===== config.mk =====
export PLATFORM = sky130hd
export DESIGN_NAME = gate_sweep_tester_flat
export DESIGN_NICKNAME = d
export VERILOG_FILES = /design/src/rtl/gate_sweep_tester_if.sv /design/src/rtl/gate_sweep_tester.sv /design/src/flat_wrapper.sv
export SDC_FILE = /design/constraint.sdc
export NUM_CORES = 1
export LEC_CHECK = 0
export ABC_AREA = 0
export CORE_UTILIZATION = 40
export DETAILED_ROUTE_END_ITERATION = 10
export MAX_ROUTING_LAYER = met4
export PLACE_DENSITY_LB_ADDON = 0.25
export SYNTH_ARGS = -nofsm -noshare
export SYNTH_HDL_FRONTEND = slang
export SYNTH_SLANG_ARGS = --single-unit

===== constraint.sdc =====
create_clock -name clk -period 2.6 [get_ports clk]
set_clock_uncertainty 0.1 [all_clocks]
set_input_delay 0.52 -clock clk [delete_from_list [all_inputs] [get_ports clk]]
set_output_delay 0.52 -clock clk [all_outputs]
set_load 0.01 [all_outputs]

===== src/rtl/gate_sweep_tester_if.sv =====
// Bundle between the sweep harness and the gate under test plus its status outputs.
// With GATE_SWEEP_FAILCAP_EN defined, the first-failure capture signals are added.
interface gate_sweep_tester_if #(
   parameter int N_IN = 2
);
   logic            start;
   logic [N_IN-1:0] vec;
   logic            dut_s;
   logic            busy;
   logic            done;
   logic            pass;
   logic [N_IN:0]   err_cnt;
`ifdef GATE_SWEEP_FAILCAP_EN
   logic            fail_valid;
   logic [N_IN-1:0] fail_vec;
   logic            fail_obs;

   modport master (
      input  start, dut_s,
      output vec, busy, done, pass, err_cnt, fail_valid, fail_vec, fail_obs
   );
   modport slave (
      output start, dut_s,
      input  vec, busy, done, pass, err_cnt, fail_valid, fail_vec, fail_obs
   );
`else
   modport master (
      input  start, dut_s,
      output vec, busy, done, pass, err_cnt
   );
   modport slave (
      output start, dut_s,
      input  vec, busy, done, pass, err_cnt
   );
`endif
endinterface


===== src/rtl/gate_sweep_tester.sv =====
// Exhaustive sweep of a small combinational gate: drive each vector, settle, compare, count errors.
// Optional first-failure capture is enabled by defining GATE_SWEEP_FAILCAP_EN.
module gate_sweep_tester #(
   parameter int N_IN       = 2,
   parameter int SETTLE_CYC = 1,
   parameter int OP         = 0
) (
   input  logic               clk,
   input  logic               rst_n,
   gate_sweep_tester_if.master bus
);
   localparam int CW = (SETTLE_CYC > 1) ? $clog2(SETTLE_CYC) : 1;
   localparam logic [CW-1:0]   CNT_LAST = CW'(SETTLE_CYC - 1);
   localparam logic [N_IN-1:0] VEC_LAST = '1;

   typedef enum logic [1:0] {IDLE, SETTLE, CHECK, DONE} state_t;

   state_t          state, state_nxt;
   logic [N_IN-1:0] vec, vec_nxt;
   logic [N_IN:0]   err, err_nxt;
   logic [CW-1:0]   cnt, cnt_nxt;
   logic            busy, busy_nxt;
   logic            done, done_nxt;
   logic            pass, pass_nxt;
   logic            expect_s;
   logic            mism;

`ifdef GATE_SWEEP_FAILCAP_EN
   logic            fail_valid, fail_valid_nxt;
   logic [N_IN-1:0] fail_vec, fail_vec_nxt;
   logic            fail_obs, fail_obs_nxt;
`endif

   // Reference value of the gate for the vector currently on the pins
   always_comb begin
      case (OP)
         1:       expect_s = |vec;
         2:       expect_s = ^vec;
         3:       expect_s = ~&vec;
         default: expect_s = &vec;
      endcase
   end

   assign mism = bus.dut_s ^ expect_s;

   always_comb begin
      state_nxt = state;
      vec_nxt   = vec;
      err_nxt   = err;
      cnt_nxt   = cnt;
      busy_nxt  = busy;
      done_nxt  = done;
`ifdef GATE_SWEEP_FAILCAP_EN
      fail_valid_nxt = fail_valid;
      fail_vec_nxt   = fail_vec;
      fail_obs_nxt   = fail_obs;
`endif
      case (state)
         IDLE, DONE: begin
            if (bus.start) begin
               state_nxt = SETTLE;
               vec_nxt   = '0;
               err_nxt   = '0;
               cnt_nxt   = '0;
               busy_nxt  = 1'b1;
               done_nxt  = 1'b0;
`ifdef GATE_SWEEP_FAILCAP_EN
               fail_valid_nxt = 1'b0;
               fail_vec_nxt   = '0;
               fail_obs_nxt   = 1'b0;
`endif
            end
         end
         SETTLE: begin
            cnt_nxt = cnt + CW'(1);
            if (cnt == CNT_LAST) state_nxt = CHECK;
         end
         CHECK: begin
            if (mism) err_nxt = err + (N_IN+1)'(1);
`ifdef GATE_SWEEP_FAILCAP_EN
            // Only the first mismatch of a sweep is recorded
            if (mism && !fail_valid) begin
               fail_valid_nxt = 1'b1;
               fail_vec_nxt   = vec;
               fail_obs_nxt   = bus.dut_s;
            end
`endif
            if (vec == VEC_LAST) begin
               state_nxt = DONE;
               busy_nxt  = 1'b0;
               done_nxt  = 1'b1;
            end else begin
               state_nxt = SETTLE;
               vec_nxt   = vec + N_IN'(1);
               cnt_nxt   = '0;
            end
         end
         default: state_nxt = IDLE;
      endcase
      pass_nxt = done_nxt && (err_nxt == '0);
   end

   always_ff @(posedge clk or negedge rst_n) begin
      if (!rst_n) begin
         state <= IDLE;
         vec   <= '0;
         err   <= '0;
         cnt   <= '0;
         busy  <= 1'b0;
         done  <= 1'b0;
         pass  <= 1'b0;
`ifdef GATE_SWEEP_FAILCAP_EN
         fail_valid <= 1'b0;
         fail_vec   <= '0;
         fail_obs   <= 1'b0;
`endif
      end else begin
         state <= state_nxt;
         vec   <= vec_nxt;
         err   <= err_nxt;
         cnt   <= cnt_nxt;
         busy  <= busy_nxt;
         done  <= done_nxt;
         pass  <= pass_nxt;
`ifdef GATE_SWEEP_FAILCAP_EN
         fail_valid <= fail_valid_nxt;
         fail_vec   <= fail_vec_nxt;
         fail_obs   <= fail_obs_nxt;
`endif
      end
   end

   assign bus.vec     = vec;
   assign bus.busy    = busy;
   assign bus.done    = done;
   assign bus.pass    = pass;
   assign bus.err_cnt = err;
`ifdef GATE_SWEEP_FAILCAP_EN
   assign bus.fail_valid = fail_valid;
   assign bus.fail_vec   = fail_vec;
   assign bus.fail_obs   = fail_obs;
`endif
endmodule


===== src/flat_wrapper.sv =====
// flat-port wrapper written by rule: the top's interface ports become plain ports
module gate_sweep_tester_flat 
#(
   parameter int N_IN       = 2,
   parameter int SETTLE_CYC = 1,
   parameter int OP         = 0
)
  (clk, rst_n, bus_start, bus_dut_s, bus_vec, bus_busy, bus_done, bus_pass, bus_err_cnt);
  gate_sweep_tester_if #(.N_IN(N_IN)) bus_i ();
  input  logic clk;
  input  logic rst_n;
  input wire logic [$bits(bus_i.start)-1:0] bus_start;
  input wire logic [$bits(bus_i.dut_s)-1:0] bus_dut_s;
  output wire logic [$bits(bus_i.vec)-1:0] bus_vec;
  output wire logic [$bits(bus_i.busy)-1:0] bus_busy;
  output wire logic [$bits(bus_i.done)-1:0] bus_done;
  output wire logic [$bits(bus_i.pass)-1:0] bus_pass;
  output wire logic [$bits(bus_i.err_cnt)-1:0] bus_err_cnt;
  assign bus_i.start = bus_start;
  assign bus_i.dut_s = bus_dut_s;
  assign bus_vec = bus_i.vec;
  assign bus_busy = bus_i.busy;
  assign bus_done = bus_i.done;
  assign bus_pass = bus_i.pass;
  assign bus_err_cnt = bus_i.err_cnt;
  gate_sweep_tester #(.N_IN(N_IN), .SETTLE_CYC(SETTLE_CYC), .OP(OP)) u_core (.clk(clk), .rst_n(rst_n), .bus(bus_i));
endmodule

After elaboration in Yosys (flattened, before gate mapping) --
Cells that the tools add are included.
Cells by class: add/sub/neg operators 3, eq/ne operators 8, multiplexer cells 19, bitwise operators 1, reduce and logical (&&, ||, !) cells 10
Operator list (count):
- 2-to-1 mux 2 bit | 5
- == test 2 bit, second input constant | 3
- 2-to-1 mux 1 bit | 6
- 2-to-1 mux 3 bit | 2
- != test 2 bit, second input constant | 3
- one-hot mux 2 bit (3 select lines) | 1
- one-hot mux 3 bit (2 select lines) | 1
- AND reduction 2 bit | 3
- AND reduction 3 bit | 2
- one-hot mux 1 bit (2 select lines) | 2
- one-hot mux 2 bit (2 select lines) | 1
- adder 3 x 1 -> 3 bit, second input constant | 1
- zero test 3 bit | 1
- one-hot mux 1 bit (3 select lines) | 1
- adder 2 x 1 -> 2 bit, second input constant | 1
- == test 2 x 1 -> 1 bit, second input constant | 1
- zero test 2 bit | 1
- != test 2 x 1 -> 1 bit, second input constant | 1
- nonzero test 2 bit | 1
- OR reduction 2 bit | 1
- adder 1 bit, second input constant | 1
- logical AND 1 bit | 1
- XOR 1 bit | 1
Storage, ports and cells: flip-flop bits (word level) 11

Depth between registers and ports, before layout --
Gate-level depths: netlist of run 1.
depth after elaboration 6, mapped depth 7

Least setup slack after synthesis of run 1 --
Ideal clock, no wire load.
kind reg2reg, from register u_core.state[0], to register u_core.pass, in the netlist u_core.bus.pass, arrival 1.709 ns, required time 2.404 ns, slack 0.695 ns, cell stages (with the launch flop) 8, buffers on the path 1, period minus slack after synthesis 1.905 ns, path through dfrtp_1 -> inv_1 -> ha_1 -> nor2b_4 -> or2_1 -> buf_6 -> a211o_1 -> nor4_2
On the way: longest elaborated chain between the ends 5
Ends and longest elaborated chain:
- start: declaration | RTL line gate_sweep_tester.sv:18 | state_t state, state_nxt;
- start signal: assignment | RTL line gate_sweep_tester.sv:118 | state <= state_nxt;
- == test 2 bit / zero test 2 bit (equally long branches) | RTL line gate_sweep_tester.sv:58 | case (state)
- OR reduction 2 bit | RTL line gate_sweep_tester.sv:58
- one-hot mux 3 bit (2 select lines) * | RTL line gate_sweep_tester.sv:58
- net u_core.err_nxt[2] | RTL line gate_sweep_tester.sv:20 | logic [N_IN:0] err, err_nxt;
- zero test 3 bit * | RTL line gate_sweep_tester.sv:100 | pass_nxt = done_nxt && (err_nxt == '0);
- logical AND 1 bit * | RTL line gate_sweep_tester.sv:100
- net u_core.pass_nxt | RTL line gate_sweep_tester.sv:24 | logic pass, pass_nxt;
- end signal: assignment | RTL line gate_sweep_tester.sv:124 | pass <= pass_nxt;
- end: declaration | RTL line gate_sweep_tester.sv:24
The timed path passes the listed nets; every way through them passes the cells marked *. A chain may end at the register's enable or synchronous reset.

Final worst setup path of run 1 --
Ends and elaborated chain as after synthesis.

==> impl_metrics.csv, run 1 <==
group,metric,value,unit
run_status,status,"finished clean",
critical_path,worstSetupEndpointType,"flop",
clock_network,path_clk_slew,70,ps
floorplan,rows,14,
layout,fillers,147,
grt,grt_pass1_wl,1.95,mm
sta,max_slew_margin,66.9,%
logic_synthesis,synth_top_family_by_area,"compound AO/OA/AOI/OAI gates",
sta,clock.fmax,481,MHz
logic_synthesis,syn_nets,71,
logic_synthesis,yosys_register_bits,11,
logic_synthesis,yosysWarnings,0,
logic_synthesis,synth_mux_area_share,3.52,%
logic_synthesis,netlist_top_cells_area,"dfrtp_1, ha_1, a22o_2",
drt,top_layer_used,"met4",
layout,layout-drive-gt1-share,14.9,%
logic_synthesis,synth_cell_types,25,
place,place_congestion,0.742,
logic_synthesis,synthesis.area,639,sq um
logic_synthesis,synth-xor-area-share,2.54,%
sta,slew_viol_final,0,
drt,met2_length,517,microns
critical_path,startpoint_type,"flop",
grt,overflow,0,
pwr,power_leakage,0.370,nW
layout,fin_cells,90,
drt,routedWlPerCell,12.2,microns
job,timing.max_cap.violations,0,
clock_network,cts_setup_buffers,0,
clock_network,cts-root-buf,"clkbuf_4",
place,dpl_cell_area,743,sq um
critical_path,required,2660,ps
layout,area_delta_synth_final,20.4,%
drt,met1_length,503,microns
drt,avgViaCountPerCell,5.24,
sta,report.final.setup_viol,0,
layout,diodes,0,
drt,ant_nets,0,
logic_synthesis,synth_compound_area_share,17.4,%
clock_network,clk_latency,260,ps
grt,first_global_vias,475,
floorplan,core-area,1510,sq um
critical_path,cp_max_fo,7,
logic_synthesis,syn-mean-instance-area,10.3,sq um
place,placedCellCount,86,
sta,finalSetupTns,0,ps
pwr,vdd_drop_max,0.553,mV
sta,hold_violations,0,
clock_network,cts_max_path_buffers,2,
layout,multi_input_area,323,sq um
clock_network,cts_sinks,11,
drt,vias,472,
drt,first_iter_violations,11,
layout,layout_common_cells,"clkdlybuf4s50_1, dfrtp_1, nand2_1",
clock_network,cts_hold_buf,0,
logic_synthesis,synth_simple_gate_area_share,17.2,%
grt,grt_max_degree,12,
floorplan,die_h,42.0,microns
clock_network,cts_inserted_buffers,3,
critical_path,crit_type,"reg -> reg",
layout,stdcell_area,769,sq um
sta,fin_crit,2080,ps
drt,wl,1.10,mm
floorplan,initial_core_util,42.4,%
critical_path,critPathArrivalTime,2130,ps
floorplan,io_pins,12,
drt,drc,0,
logic_synthesis,postSynthCellCount,62,
logic_synthesis,yosysSeqAreaShare,43.1,%
clock_network,cts_tree,"built",
drt,wl_met3,47,microns
pwr,p_per_area,854,nW/um^2
clock_network,ctsHtreeMaxLevel,1,
sta,tightest_slew,495,ps
hold_path,hold_class,"reg -> reg",
layout,final_net_count,84,
floorplan,chipWidth,42.0,microns
logic_synthesis,yosysTopAreaCellShare,43.1,%
logic_synthesis,yosysTopAreaCell,"dfrtp_1",
place,port_buffers,11,
drt,first_pass_iters,4,
layout,final-seq-area,275,sq um
sta,rsz0062_at_grt,"no",
floorplan,die_area,1760,sq um
clock_network,cts_resized,0,
grt,antenna_found_initial,0,
place,hpwl,856,microns
sta,fin_crit_sh,79.9,%
logic_synthesis,synth_fa_ha_area_share,9.78,%
grt,grt_util_all_layers,15.3,%
==> synth_stat cells <==
cell type / instances
a211o_2: 1
a211o_1: 1
a22o_2: 3
mux2_1: 1
or3_1: 1
mux2_2: 1
dfrtp_1: 11
nor2_1: 5
nor4_2: 1
buf_6: 2
a21oi_1: 4
xor2_2: 1
ha_1: 5
and3_1: 1
o21ai_0: 5
nor2b_1: 1
and4b_1: 1
clkbuf_1: 1
o22ai_1: 2
nor3b_1: 1
inv_1: 4
o21ai_1: 1
nor2b_4: 1
or2_1: 1
nand2_1: 6
==> final cells by class <==
class	count	share of cell area, %
Inverter	4	1.95
Timing Repair Buffer	11	14.3
Multi-Input combinational cell	44	42.0
Clock buffer	4	3.41
Sequential cell	11	35.8
Tap cell	16	2.60
==> worst max-delay path, stage by stage (launching register included) <==
cell	delay (ps)
dfrtp_1	400
inv_1	60
ha_1	320
nor2b_4	150
or2_1	300
a211o_1	340
nor4_2	290
==> power breakdown <==
group / internal [mW] / leakage [nW] / switching, mW / total (mW)
logic: 0.150 / 0.213 / 0.149 / 0.299
clock network: 0.0593 / 0.0150 / 0.0519 / 0.111
registers: 0.209 / 0.143 / 0.0376 / 0.247
total: 0.418 / 0.370 / 0.239 / 0.657
==> routing by layer <==
metal,track usage (%),up-vias
met5,-,-
li1,-,243
met2,23.4,8
met3,6.47,4
met4,8.39,0
met1,16.7,217
==> path summary, 6_finish.rpt <==
check,depth (start not counted),end,from,slack [ps]
max,6,u_core.bus.pass,u_core.state[0],520
min,2,u_core.bus.done,u_core.bus.done,430
max reg2reg,6,u_core.bus.pass,u_core.state[0],520
min reg2reg,2,u_core.bus.done,u_core.bus.done,430
max in group asynchronous,1,u_core.state[1],rst_n,1580
min in group asynchronous,1,u_core.bus.err_cnt[2],rst_n,490
==> registers in the layout (all words and copies together), names as in the netlist <==
register and cells:
u_core.bus.err_cnt 3, u_core.bus.pass 1, u_core.bus.done 1, u_core.cnt 1
u_core.bus.busy 1, u_core.state 2, u_core.bus.vec 2
==> cells by family (layout without fill, tap and decap cells) <==
group | after synthesis | in the layout
flops | 11 | 11
mux | 2 | 2
compound gates | 17 | 17
xor+xnor | 1 | 1
buf+inv | 7 | 19
simple gates | 19 | 19
fa+ha+maj | 5 | 5
==> stage by stage <==
stage | util (%) | power (mW) | hold WS [ps] | worst slack, ps
final | 51.1 | 0.657 | 432 | 522
after global routing | 51.1 | 0.725 | 480 | 429
after CTS | 51.1 | 0.668 | 445 | 521
after floorplan | - | 0.486 | 124 | 695
after global placement | 49.3 | 0.546 | 424 | 384
after detailed placement | 49.3 | 0.550 | 429 | 299
Note: power is estimated with default switching activity, not from simulation.
==> run 2, diff against run 1 <==
- clock period: 2.6 -> 1.8 ns (I/O delays scaled with it)
==> run 2 against run 1 <==
Effect of this change: the flow now finishes with violations (design-rule violations); sequential share of layout area fell by 4.1 points; hold slack lost 96 ps; non-clock buffer count increased by 9; critical path type is now in -> reg.
==> impl_metrics.csv, run 2 (synthesized netlist as in run 1, its figures left out) <==
group,metric,value,unit
layout,layout-drive-gt1-share,30.1,%
pwr,power_leakage,0.417,nW
clock_network,cts_hold_buf,0,
drt,vias,518,
hold_path,hold_class,"in -> async",
pwr,power.internal,717,uW
floorplan,die_area,1760,sq um
run_status,violations,"design-rule violations",
critical_path,crit_type,"in -> reg",
drt,routedWlPerCell,12.8,microns
sta,fin_crit,1770,ps
clock_network,cts_tree,"built",
clock_network,clk_latency,260,ps
pwr,vdd_drop_max,0.710,mV
layout,diodes,0,
critical_path,crit_family,"buffers and inverters",
critical_path,critPathArrivalTime,1840,ps
sta,hold_violations,0,
floorplan,io_pins,12,
drt,drc,1,
drt,first_pass_iters,7,
place,placedCellCount,94,
grt,first_global_vias,498,
pwr,pwr-share-clk,15.1,%
sta,max_slew_margin,65.4,%
pwr,p_per_area,1280,nW/um^2
grt,overflow,0,
drt,ant_nets,0,
sta,report.final.setup_viol,0,
floorplan,initial_core_util,42.4,%
critical_path,crit_chain,"clkdlybuf4s50_1 > xor2_4 > mux2_4 > a22o_2 > nor4_2",
place,place_congestion,0.732,
pwr,seqPwrFrac,31.7,%
place,port_buffers,11,
critical_path,startpoint_type,"input port",
grt,antenna_found_initial,0,
sta,rsz0062_at_grt,"yes",
critical_path,required,1880,ps
sta,fin_crit_sh,98.2,%
grt,grt_pass1_wl,2.13,mm
clock_network,ctsHtreeMaxLevel,1,
critical_path,crit_buf_inv,1,
critical_path,cpMaxStageDelayCell,"clkdlybuf4s50_1",
sta,whs,336,ps
place,dpl_cell_area,833,sq um
layout,fin_cells,99,
clock_network,path_clk_slew,70,ps
critical_path,r2r_cells,6,
layout,largest_reg_flops,3,
sta,slew_viol_final,0,
clock_network,cts_inserted_buffers,3,
critical_path,slowest_delay,560,ps
grt,grt_util_all_layers,16.6,%
sta,finalSetupTns,0,ps
critical_path,worstReg2RegEnd,"u_core.bus.pass",
layout,layout_common_cells,"clkdlybuf4s50_1, dfrtp_1, buf_4",
sta,clock.fmax,566,MHz
pwr,switchingPower,394,uW
floorplan,chipWidth,42.0,microns
run_status,status,"finished, violations left",
clock_network,cts_sinks,11,
floorplan,die_h,42.0,microns
clock_network,cts-root-buf,"clkbuf_4",
critical_path,reg2reg_from,"u_core.state[0]",
critical_path,ff2ff_setup_slack,30,ps
job,timing.max_cap.violations,0,
grt,grt_max_degree,12,
drt,wl,1.27,mm
layout,final_net_count,93,
layout,stdcell_area,870,sq um
floorplan,core-area,1510,sq um
layout,final_util,57.7,%
sta,tightest_slew,518,ps
critical_path,cp_max_fo,4,
pwr,switching_share,35.4,%
clock_network,cts_max_path_buffers,2,
critical_path,worstSetupEndpointType,"flop",
pwr,combPwrFrac,53.2,%
drt,first_iter_violations,10,
place,hpwl,971,microns
floorplan,rows,14,
drt,avgViaCountPerCell,5.23,
layout,area_delta_synth_final,36.0,%
==> run 2: power by group through the flow <==
| stage | combinational (mW) | sequential (mW) | clock [mW] |
|---|---|---|---|
| 3_5_place_dp | 0.556 | 0.358 | 0 |
| 4_1_cts | 0.579 | 0.351 | 0.173 |
| 5_1_grt | 0.643 | 0.359 | 0.189 |
| 2_1_floorplan | 0.373 | 0.368 | 0 |
| 6_report | 0.591 | 0.352 | 0.168 |
| 3_3_place_gp | 0.544 | 0.358 | 0 |
==> run 2: final cells by class <==
class,count,area [sq um]
inverters,4,15.0
multi-input cells,44,355
clock buffers,4,26.3
well taps,16,20.0
repair buffers,20,178
fillers,136,637
flip-flops and latches,11,275
==> run 2: layer usage <==
layer	up-vias	routed length, microns	GRT usage, %
li1	257	-	-
met1	252	594	19.1
met2	7	630	27.2
met3	2	31	3.88
met4	0	12	7.74
met5	-	0	-
==> run 2: worst max-delay path by stage <==
stage	cells after the start	from	endpoint	slack (ps)
finish	5	bus_dut_s	u_core.bus.pass	30
global route	6	u_core.state[1]	u_core.bus.pass	-20
CTS	6	u_core.state[0]	u_core.bus.pass	10
detailed placement	5	bus_dut_s	u_core.bus.pass	-250
global placement	5	bus_dut_s	u_core.bus.pass	-230
floorplan	6	u_core.bus.vec[0]	u_core.bus.pass	-20
==> run 2: through the flow <==
step,total power [mW],setup slack (ps)
after floorplan,0.740,-17.3
after global placement,0.902,-228
after detailed placement,0.914,-252
after CTS,1.10,12.7
after global routing,1.19,-20.6
final,1.11,32.0
==> run 2: repair_timing <==
action	4_1_cts	5_1_grt
gates resized for setup	0	1
endpoints found under the setup margin	1	2
buffers inserted	1	0
